### config.mk
export PLATFORM = sky130hd
export DESIGN_NAME = mult_div_unit
export DESIGN_NICKNAME = d
export VERILOG_FILES = /design/src/rtl/md_pkg.sv /design/src/rtl/md_divider_core.sv /design/src/rtl/mult_div_unit.sv
export SDC_FILE = /design/constraint.sdc
export NUM_CORES = 2
export LEC_CHECK = 0
export CAP_MARGIN = 25
export CORE_ASPECT_RATIO = 1.25
export CORE_UTILIZATION = 50
export CTS_CLUSTER_DIAMETER = 50
export DETAILED_ROUTE_END_ITERATION = 7
export GPL_ROUTABILITY_DRIVEN = 0
export PLACE_DENSITY = 0.7
export RECOVER_POWER = 100
export SLEW_MARGIN = 10
export SYNTH_ARGS = -nofsm -noshare
export SYNTH_HDL_FRONTEND = slang
export SYNTH_SLANG_ARGS = --single-unit
### constraint.sdc
create_clock -name clk -period 7.7 [get_ports clk]
set_input_delay 1.54 -clock clk [delete_from_list [all_inputs] [get_ports clk]]
set_output_delay 1.54 -clock clk [all_outputs]
set_load 0.005 [all_outputs]
### src/rtl/md_pkg.sv
// ---------------------------------------------------------------------------
// md_pkg: shared definitions for the execute-stage multiply/divide unit.
//   - MD_WIDTH       : default operand / HI / LO width
//   - NO_MULT_DIV, MULT, DIV : HI/LO write-source encodings from the decoder
//   - md_state_e     : control FSM states (IDLE, MUL, DIV, FIX)
// ---------------------------------------------------------------------------
package md_pkg;

   localparam int MD_WIDTH = 32;

   localparam logic [1:0] NO_MULT_DIV = 2'b00;
   localparam logic [1:0] MULT        = 2'b01;
   localparam logic [1:0] DIV         = 2'b10;

   typedef enum logic [1:0] {
      ST_IDLE = 2'b00,
      ST_MUL  = 2'b01,
      ST_DIV  = 2'b10,
      ST_FIX  = 2'b11
   } md_state_e;

endpackage

### src/rtl/md_divider_core.sv
// ---------------------------------------------------------------------------
// md_divider_core: one radix-2 restoring division step on unsigned magnitudes.
//   rem_i     : partial remainder (always < divisor between steps)
//   quot_i    : shift register, holds remaining dividend bits in its top and
//               accumulated quotient bits in its bottom
//   divisor_i : divisor magnitude
//   rem_o     : next partial remainder
//   quot_o    : quot_i shifted left with the new quotient bit appended
// Purely combinational.
// ---------------------------------------------------------------------------
module md_divider_core #(
   parameter int WIDTH = 32
) (
   input  logic [WIDTH-1:0] rem_i,
   input  logic [WIDTH-1:0] quot_i,
   input  logic [WIDTH-1:0] divisor_i,
   output logic [WIDTH-1:0] rem_o,
   output logic [WIDTH-1:0] quot_o
);

   logic [WIDTH:0]   rem_shift_s;
   logic [WIDTH-1:0] diff_s;
   logic             fits_s;

   // The shifted remainder needs one extra bit; when the divisor fits, the true
   // difference is below the divisor, so the truncated subtraction is exact.
   assign rem_shift_s = {rem_i, quot_i[WIDTH-1]};
   assign fits_s      = (rem_shift_s >= {1'b0, divisor_i});
   assign diff_s      = rem_shift_s[WIDTH-1:0] - divisor_i;

   assign rem_o  = fits_s ? diff_s : rem_shift_s[WIDTH-1:0];
   assign quot_o = {quot_i[WIDTH-2:0], fits_s};

endmodule

### src/rtl/mult_div_unit.sv
// ---------------------------------------------------------------------------
// mult_div_unit: execute-stage multiply/divide unit with architectural HI/LO.
//   clk, rst            : clock, asynchronous active-high reset
//   mult_en_e, div_en_e : start multiply / divide (multiply wins if both)
//   unsigned_instr_e    : unsigned operand interpretation
//   hi_write_e/lo_write_e, hi_src_e/lo_src_e : MTHI/MTLO-style direct writes
//   src_a_e, src_b_e    : rs / rt operands
//   hi_out, lo_out      : HI / LO registers
//   busy                : operation in flight (cycles 1..N after the start)
//   done                : one-cycle pulse after the final HI/LO update
// Multiply latency is MUL_CYCLES; divide is WIDTH restoring steps plus one
// sign-fixup cycle.
// ---------------------------------------------------------------------------
module mult_div_unit
   import md_pkg::*;
#(
   parameter int WIDTH      = MD_WIDTH,
   parameter int MUL_CYCLES = 2
) (
   input  logic             clk,
   input  logic             rst,
   input  logic             mult_en_e,
   input  logic             div_en_e,
   input  logic             unsigned_instr_e,
   input  logic             hi_write_e,
   input  logic             lo_write_e,
   input  logic [1:0]       hi_src_e,
   input  logic [1:0]       lo_src_e,
   input  logic [WIDTH-1:0] src_a_e,
   input  logic [WIDTH-1:0] src_b_e,
   output logic [WIDTH-1:0] hi_out,
   output logic [WIDTH-1:0] lo_out,
   output logic             busy,
   output logic             done
);

   localparam int CNT_W = $clog2((WIDTH > MUL_CYCLES) ? WIDTH : MUL_CYCLES) + 1;

   md_state_e        state_q, state_d;
   logic [CNT_W-1:0] cnt_q, cnt_d;
   logic [WIDTH:0]   op_a_q, op_a_d;
   logic [WIDTH:0]   op_b_q, op_b_d;
   logic [WIDTH-1:0] rem_q, rem_d;
   logic [WIDTH-1:0] quot_q, quot_d;
   logic             neg_quot_q, neg_quot_d;
   logic             neg_rem_q, neg_rem_d;
   logic             div0_q, div0_d;
   logic [WIDTH-1:0] hi_q, hi_d;
   logic [WIDTH-1:0] lo_q, lo_d;
   logic             busy_q, busy_d;
   logic             done_q, done_d;

   logic             neg_a_s, neg_b_s;
   logic [WIDTH-1:0] abs_a_s, abs_b_s;
   logic [2*WIDTH-1:0] mul_a_s, mul_b_s, mul_prod_s;
   logic [WIDTH-1:0] core_rem_s, core_quot_s;

   // Magnitudes for the divider; unsigned operands are taken as-is.
   assign neg_a_s = ~unsigned_instr_e & src_a_e[WIDTH-1];
   assign neg_b_s = ~unsigned_instr_e & src_b_e[WIDTH-1];
   assign abs_a_s = neg_a_s ? ({WIDTH{1'b0}} - src_a_e) : src_a_e;
   assign abs_b_s = neg_b_s ? ({WIDTH{1'b0}} - src_b_e) : src_b_e;

   // Operands were latched as WIDTH+1-bit signed values, so a modulo-2^(2W)
   // product of their sign extensions is correct for both MULT and MULTU.
   assign mul_a_s    = {{(WIDTH-1){op_a_q[WIDTH]}}, op_a_q};
   assign mul_b_s    = {{(WIDTH-1){op_b_q[WIDTH]}}, op_b_q};
   assign mul_prod_s = mul_a_s * mul_b_s;

   md_divider_core #(.WIDTH(WIDTH)) u_div_core (
      .rem_i     (rem_q),
      .quot_i    (quot_q),
      .divisor_i (op_b_q[WIDTH-1:0]),
      .rem_o     (core_rem_s),
      .quot_o    (core_quot_s)
   );

   // Next-state and datapath control.
   always_comb begin
      state_d    = state_q;
      cnt_d      = cnt_q;
      op_a_d     = op_a_q;
      op_b_d     = op_b_q;
      rem_d      = rem_q;
      quot_d     = quot_q;
      neg_quot_d = neg_quot_q;
      neg_rem_d  = neg_rem_q;
      div0_d     = div0_q;
      hi_d       = hi_q;
      lo_d       = lo_q;
      busy_d     = busy_q;
      done_d     = 1'b0;

      case (state_q)
         ST_IDLE: begin
            if (mult_en_e) begin
               op_a_d  = {~unsigned_instr_e & src_a_e[WIDTH-1], src_a_e};
               op_b_d  = {~unsigned_instr_e & src_b_e[WIDTH-1], src_b_e};
               cnt_d   = CNT_W'(MUL_CYCLES - 1);
               busy_d  = 1'b1;
               state_d = ST_MUL;
            end else if (div_en_e) begin
               op_a_d     = {1'b0, abs_a_s};
               op_b_d     = {1'b0, abs_b_s};
               rem_d      = {WIDTH{1'b0}};
               quot_d     = abs_a_s;
               neg_quot_d = neg_a_s ^ neg_b_s;
               neg_rem_d  = neg_a_s;
               div0_d     = (src_b_e == {WIDTH{1'b0}});
               cnt_d      = CNT_W'(WIDTH - 1);
               busy_d     = 1'b1;
               state_d    = ST_DIV;
            end else begin
               busy_d = 1'b0;
               if (hi_write_e && (hi_src_e == NO_MULT_DIV)) begin
                  hi_d = src_a_e;
               end else begin
                  hi_d = hi_q;
               end
               if (lo_write_e && (lo_src_e == NO_MULT_DIV)) begin
                  lo_d = src_a_e;
               end else begin
                  lo_d = lo_q;
               end
            end
         end

         ST_MUL: begin
            if (cnt_q == {CNT_W{1'b0}}) begin
               hi_d    = mul_prod_s[2*WIDTH-1:WIDTH];
               lo_d    = mul_prod_s[WIDTH-1:0];
               busy_d  = 1'b0;
               done_d  = 1'b1;
               state_d = ST_IDLE;
            end else begin
               cnt_d = cnt_q - CNT_W'(1);
            end
         end

         ST_DIV: begin
            rem_d  = core_rem_s;
            quot_d = core_quot_s;
            if (cnt_q == {CNT_W{1'b0}}) begin
               state_d = ST_FIX;
            end else begin
               cnt_d = cnt_q - CNT_W'(1);
            end
         end

         ST_FIX: begin
            if (div0_q) begin
               // Rebuild the original dividend from its magnitude and sign.
               lo_d = {WIDTH{1'b1}};
               hi_d = neg_rem_q ? ({WIDTH{1'b0}} - op_a_q[WIDTH-1:0]) : op_a_q[WIDTH-1:0];
            end else begin
               lo_d = neg_quot_q ? ({WIDTH{1'b0}} - quot_q) : quot_q;
               hi_d = neg_rem_q ? ({WIDTH{1'b0}} - rem_q) : rem_q;
            end
            busy_d  = 1'b0;
            done_d  = 1'b1;
            state_d = ST_IDLE;
         end

         default: begin
            busy_d  = 1'b0;
            state_d = ST_IDLE;
         end
      endcase
   end

   // State and datapath registers with asynchronous clear.
   always_ff @(posedge clk or posedge rst) begin
      if (rst) begin
         state_q    <= ST_IDLE;
         cnt_q      <= {CNT_W{1'b0}};
         op_a_q     <= {(WIDTH+1){1'b0}};
         op_b_q     <= {(WIDTH+1){1'b0}};
         rem_q      <= {WIDTH{1'b0}};
         quot_q     <= {WIDTH{1'b0}};
         neg_quot_q <= 1'b0;
         neg_rem_q  <= 1'b0;
         div0_q     <= 1'b0;
         hi_q       <= {WIDTH{1'b0}};
         lo_q       <= {WIDTH{1'b0}};
         busy_q     <= 1'b0;
         done_q     <= 1'b0;
      end else begin
         state_q    <= state_d;
         cnt_q      <= cnt_d;
         op_a_q     <= op_a_d;
         op_b_q     <= op_b_d;
         rem_q      <= rem_d;
         quot_q     <= quot_d;
         neg_quot_q <= neg_quot_d;
         neg_rem_q  <= neg_rem_d;
         div0_q     <= div0_d;
         hi_q       <= hi_d;
         lo_q       <= lo_d;
         busy_q     <= busy_d;
         done_q     <= done_d;
      end
   end

   assign hi_out = hi_q;
   assign lo_out = lo_q;
   assign busy   = busy_q;
   assign done   = done_q;

endmodule

==> Word-level counts from Yosys, hierarchy flattened <==
Index checks and enable logic that the tools add are counted.
{ "totals": {"output_inout_bits": 66, "inputBits": 75, "elab_cells": 102, "regBits": 207} }
{ "op_classes": {"multipliers": 1, "muxes": 43, "reduce_logical": 20, "n_addsub": 7, "eq_ne": 12, "order_cmp": 1, "n_bitwise": 5} }
{ "op_table": {"columns": ["cell", "n"], "rows": [
  ["32-bit 2-to-1 mux", 20],
  ["32-bit case mux with 3 select lines", 2],
  ["1-bit by 32-bit subtractor with 32-bit output, first input constant", 5],
  ["33-bit 2-to-1 mux", 4],
  ["32-bit case mux with 2 select lines", 2],
  ["33-bit by 33-bit multiplier with 64-bit output", 1],
  ["33-bit by 32-bit >= comparator with 1-bit output", 1],
  ["32-bit zero test", 1],
  ["32-bit subtractor", 1],
  ["6-bit 2-to-1 mux", 3],
  ["2-bit inequality test, second input constant", 8],
  ["6-bit case mux with 2 select lines", 1],
  ["3-bit AND reduction", 4],
  ["5-bit AND reduction", 2],
  ["2-bit 2-to-1 mux", 4],
  ["2-bit case mux with 4 select lines", 1],
  ["2-bit zero test", 3],
  ["6-bit zero test", 1],
  ["2-bit nonzero test", 3],
  ["6-bit by 1-bit subtractor with 6-bit output, second input constant", 1],
  ["2-bit == test, second input constant", 2],
  ["1-bit 2-to-1 mux", 4],
  ["2-bit AND reduction", 2],
  ["3-bit inequality test, second input constant", 1],
  ["other kinds (9)", 12]
]} }

==> Logic depth before layout (Yosys ltp) <==
{ "depth": {"ltp_word": 6, "mapped_depth": 31, "ltp_nobuf": 28} }

==> By module <==
From an unflattened synthesis, not the netlist that was laid out.
{ "unflattened": {"hier_cells": 6154, "hier_area_um2": 53846.6} }
{ "modules_own_cells": {"columns": ["module", "instances", "seq_area_each_um2", "area_each_um2", "cells_per_inst"], "rows": [
  ["mult_div_unit", 1, 5180.0, 51275.4, 5799],
  ["md_divider_core", 1, 0.0, 2571.2, 355]
]} }

==> Worst setup path after synthesis <==
OpenSTA, ideal clock, no wires.
{ "synth_path": {"path_kind": "register to register", "startpoint": "register op_b_q[0]", "endpoint": "register hi_q[29], in the netlist hi_out[29]", "synth_period_minus_slack_ps": 7733, "path_stages_with_launch": 26, "arrival_ps": 7593, "slack_ps": -33, "n_path_buf": 1, "setup_time_ps": 141, "required_ps": 7559, "cell_sequence": "dfrtp_1 -> clkbuf_1 -> nand2_1 -> inv_1 -> fa_1 -> fa_1 -> fa_1 -> fa_1 -> inv_1 -> fa_1 -> inv_1 -> fa_1 -> fa_1 -> inv_1 -> fa_1 -> inv_1 -> ha_1 -> and3_1 -> nand3_1 -> or3_1 -> o21bai_1 -> nand2_1 -> o211ai_1 -> nor4b_1 -> o41ai_1 -> a31oi_1"} }
{ "synth_between": {"elab_chain_cells": 3} }
{ "synth_rtl": {"columns": ["element", "line", "text"], "rows": [
  ["from (decl)", "mult_div_unit.sv:42", "logic [WIDTH:0] op_b_q, op_b_d;"],
  ["from (signal assigned)", "mult_div_unit.sv:177", "op_b_q <= {(WIDTH+1){1'b0}};"],
  ["from (signal assigned)", "mult_div_unit.sv:191", "op_b_q <= op_b_d;"],
  ["33-bit by 33-bit multiplier with 64-bit output", "mult_div_unit.sv:68", "assign mul_prod_s = mul_a_s * mul_b_s;"],
  ["32-bit 2-to-1 mux", "mult_div_unit.sv:129", "if (cnt_q == {CNT_W{1'b0}}) begin"],
  ["32-bit case mux with 3 select lines", "mult_div_unit.sv:94", "case (state_q)"],
  ["to (signal assigned)", "mult_div_unit.sv:183", "hi_q <= {WIDTH{1'b0}};"],
  ["to (signal assigned)", "mult_div_unit.sv:197", "hi_q <= hi_d;"],
  ["to (decl)", "mult_div_unit.sv:48", "logic [WIDTH-1:0] hi_q, hi_d;"]
]} }
Every way passes these cells. The select of a mux whose other input is x is not followed.
A chain may end at the register's enable or synchronous reset.

==> Worst setup path in the final report <==
{ "layout_path": {"startpoint": "register op_b_q[12]", "endpoint": "register hi_q[26], in the netlist hi_out[26]"} }
Same word-level chain as after synthesis.

==> metrics.txt <==
status=complete, but fails checks; Final Max Tran Viols=0; setup ws final=-0.172 ns; Syn Nets=~7400; final WL=approximately 170 mm; layout cell share with drive strength beyond 1=0.130; Worst-Skew Late Latency=around 0.56 ns; Worst Path Arrival=roughly 8.3 ns; Setup Viol. Count Final=14; Fillers=slightly below 9000; Critical Path Max Stage Delay=~0.64 ns; gr usage total=0.315; min-delay worst type=reg2reg; Relative slew margins=0.276; DRC=0; final core utilization=0.587; initial antenna violation count=9; clock transition at the registers of the reported paths=approximately 0.070 ns; Clock Skew=approximately 0.022 ns; period utilisation layout=1.02; dpl hpwl=136 mm; Post-Syn Instances=around 6000; chip height=between 300 and 400 um; syn avg cell area=8.83 um^2; number of routed nets with antenna violations=0; fin area=roughly 0.062 mm^2; placed instance area=just under 0.06 mm^2; worst reg2reg setup slack=-0.17 ns; area share of the largest cell type after synthesis=0.426; CTS sink count=between 200 and 250; area of the core=0.105 mm^2; Yosys reg bits=approximately 210; starting density of the core=0.504; DR vias/cell=roughly 5.7; Startpoint Class=register; post-synthesis sequential area ratio=0.0980; failing checks=setup timing; Ys Warns=0; H-tree depth=1; max-cap viol count=0; Bufs on Longest Clock Path=3; Final Hold Vio Count=0; cell mode on critical path=fa_1; slowest CP cell=fa_2; CP Max Fanout=11; first-pass GRT wire length=259 mm; total number of vias=approximately 44000; met3 Use GR=0.0519; area added between synthesis and finish=16.7%; initial drt markers=between 3000 and 4000; gr busiest metal=met2; largest net degree at the start of global routing=127; Post-Synthesis Cell Area=between 0.05 and 0.06 mm^2; GRT overflow=0; Achievable Freq=approximately 0.13 GHz; RSZ-0062 raised after global routing=yes; post-synthesis async set-or-reset flop share=1.00; data required time of the critical path=between 8 and 9 ns; Post-synth top flop=dfrtp_1; met2 Track Usage GR=0.527; Netlist cell types=85; Cells after DPL=around 7600; hold buffer count at CTS=0; Synth area leader=fa_1; vias in the first global route=46400; count leader, synth=inv_1; DIE AREA=between 0.1 and 0.15 mm^2; Chip Width=~290 um; Layout Cells excl Fill=around 7800; Final min period=between 7 and 8 ns; io pins=roughly 140; Pre-Repair DR Iteration Count=8; CP Class=reg2reg; minimum hold slack=between 0.4 and 0.5 ns; CTS Root Cell=clkbuf_16; Post-synth EDFFs=0; Worst-Margin Slew=1.08 ns; leading post-synthesis cells by instance count=inv_1 (1172), fa_1 (1126), nand2_1 (804); ranking of synthesized cells by area=fa_1 (43%), dfrtp_1 (9.8%), inv_1 (8.3%); Inserted Clock Buffers=25; CTS tree=built; DR WL/cell=around 22 um; crit path capture type=register; met1 usage=0.389; row count=133; final net count=between 7000 and 8000; Buffers on Ports=140
## worst max-delay path, delay by kind of cell (launching register included)
kind / cells / cell delay [ns]
buf+inv: 7 / 0.76
simple gates: 2 / 0.23
xor+xnor: 1 / 0.11
compound gates: 9 / 1.84
fa+ha+maj: 9 / 4.27
flops: 1 / 0.51
## registers in the layout, summed over array words and instances (netlist names)
signal,flops
busy,1
cnt_q,6
div0_q,1
done,1
hi_out,32
lo_out,32
neg_quot_q,1
neg_rem_q,1
op_a_q,33
op_b_q,33
quot_q,32
rem_q,32
state_q,2
## cell type report
cell class                 count  area [um^2]  share of cell area
multi-input combinational   4234        42900               0.695
sequential                   207         5220              0.0847
antenna                        2         5.00           0.0000811
inverter                    1174         4420              0.0717
tap                         1417         1770              0.0287
clock inverter                14          210             0.00341
timing repair buffer         680         6470               0.105
clock buffer                  31          688              0.0112
## layer usage
metal  vias up  share of wire
met4        10          0.069
met1     22300           0.36
met5         -        0.00032
li1      18900              -
met2      2211           0.48
met3       617          0.088
## logic make-up after synthesis
logic type / share of synthesized area
fa+ha+maj: 0.487
mux: 0.00346
flops: 0.0980
xor+xnor: 0.0454
simple gates: 0.163
buf+inv: 0.110
compound gates: 0.0934
## metrics by stage
stage               setup WS [ns]  setup TNS [ns]
floorplan                 0.00338               0
global placement           -0.328           -2.19
detailed placement         -0.380           -4.13
CTS                       -0.0476         -0.0507
global route               -0.402           -6.28
finish                     -0.172           -1.20
## cells in the final DEF (no fill, tap or decap), types with 15 or more instances in the layout
| master | n |
|---|---|
| or3_1 | 19 |
| nand2_1 | 797 |
| o21ai_1 | 24 |
| o21a_1 | 17 |
| fa_2 | 23 |
| a21oi_2 | 22 |
| inv_2 | 18 |
| nor3_1 | 29 |
| o22ai_1 | 36 |
| o41ai_1 | 18 |
| ha_4 | 25 |
| dfrtp_2 | 34 |
| nand2b_1 | 32 |
| nor4_1 | 15 |
| o31ai_1 | 39 |
| nand3_1 | 30 |
| ha_1 | 227 |
| fa_1 | 1103 |
| xnor2_1 | 157 |
| clkdlybuf4s50_1 | 140 |
| nor2_1 | 188 |
| buf_6 | 25 |
| o211ai_1 | 19 |
| and2_1 | 496 |
| buf_12 | 67 |
| dfrtp_1 | 173 |
| a221oi_1 | 18 |
| a21o_1 | 73 |
| a21oi_1 | 154 |
| a22oi_1 | 17 |
| xor2_1 | 108 |
| nand4_1 | 23 |
| buf_4 | 441 |
| o21ai_0 | 215 |
| or4_1 | 16 |
| a31oi_1 | 26 |
| inv_1 | 1152 |
| mux2i_1 | 16 |
| nor2b_1 | 47 |
| clkbuf_16 | 29 |
## repair_timing
| item | CTS | global route |
|---|---|---|
| resized for setup | 93 | 184 |
| buffers inserted | 23 | 42 |
| setup endpoints to repair | 28 | 36 |
| gates cloned | 0 | 5 |
| pin swaps | 47 | 130 |
## final timing paths
path,startpoint,endpoint,depth (start not counted)
max reg2reg,op_b_q[12]$_DFFE_PP0P_,hi_out[26]$_DFFE_PP0P_,28
min reg2reg,lo_out[6]$_DFFE_PP0P_,lo_out[6]$_DFFE_PP0P_,1
min,lo_out[6]$_DFFE_PP0P_,lo_out[6]$_DFFE_PP0P_,1
max in group asynchronous,rst,op_a_q[29]$_DFFE_PP0P_,3
min in group asynchronous,rst,lo_out[0]$_DFFE_PP0P_,2
max,op_b_q[12]$_DFFE_PP0P_,hi_out[26]$_DFFE_PP0P_,28
Power is not shown: default switching activity piles up to over one toggle a cycle in this logic, so the estimate is an artifact.
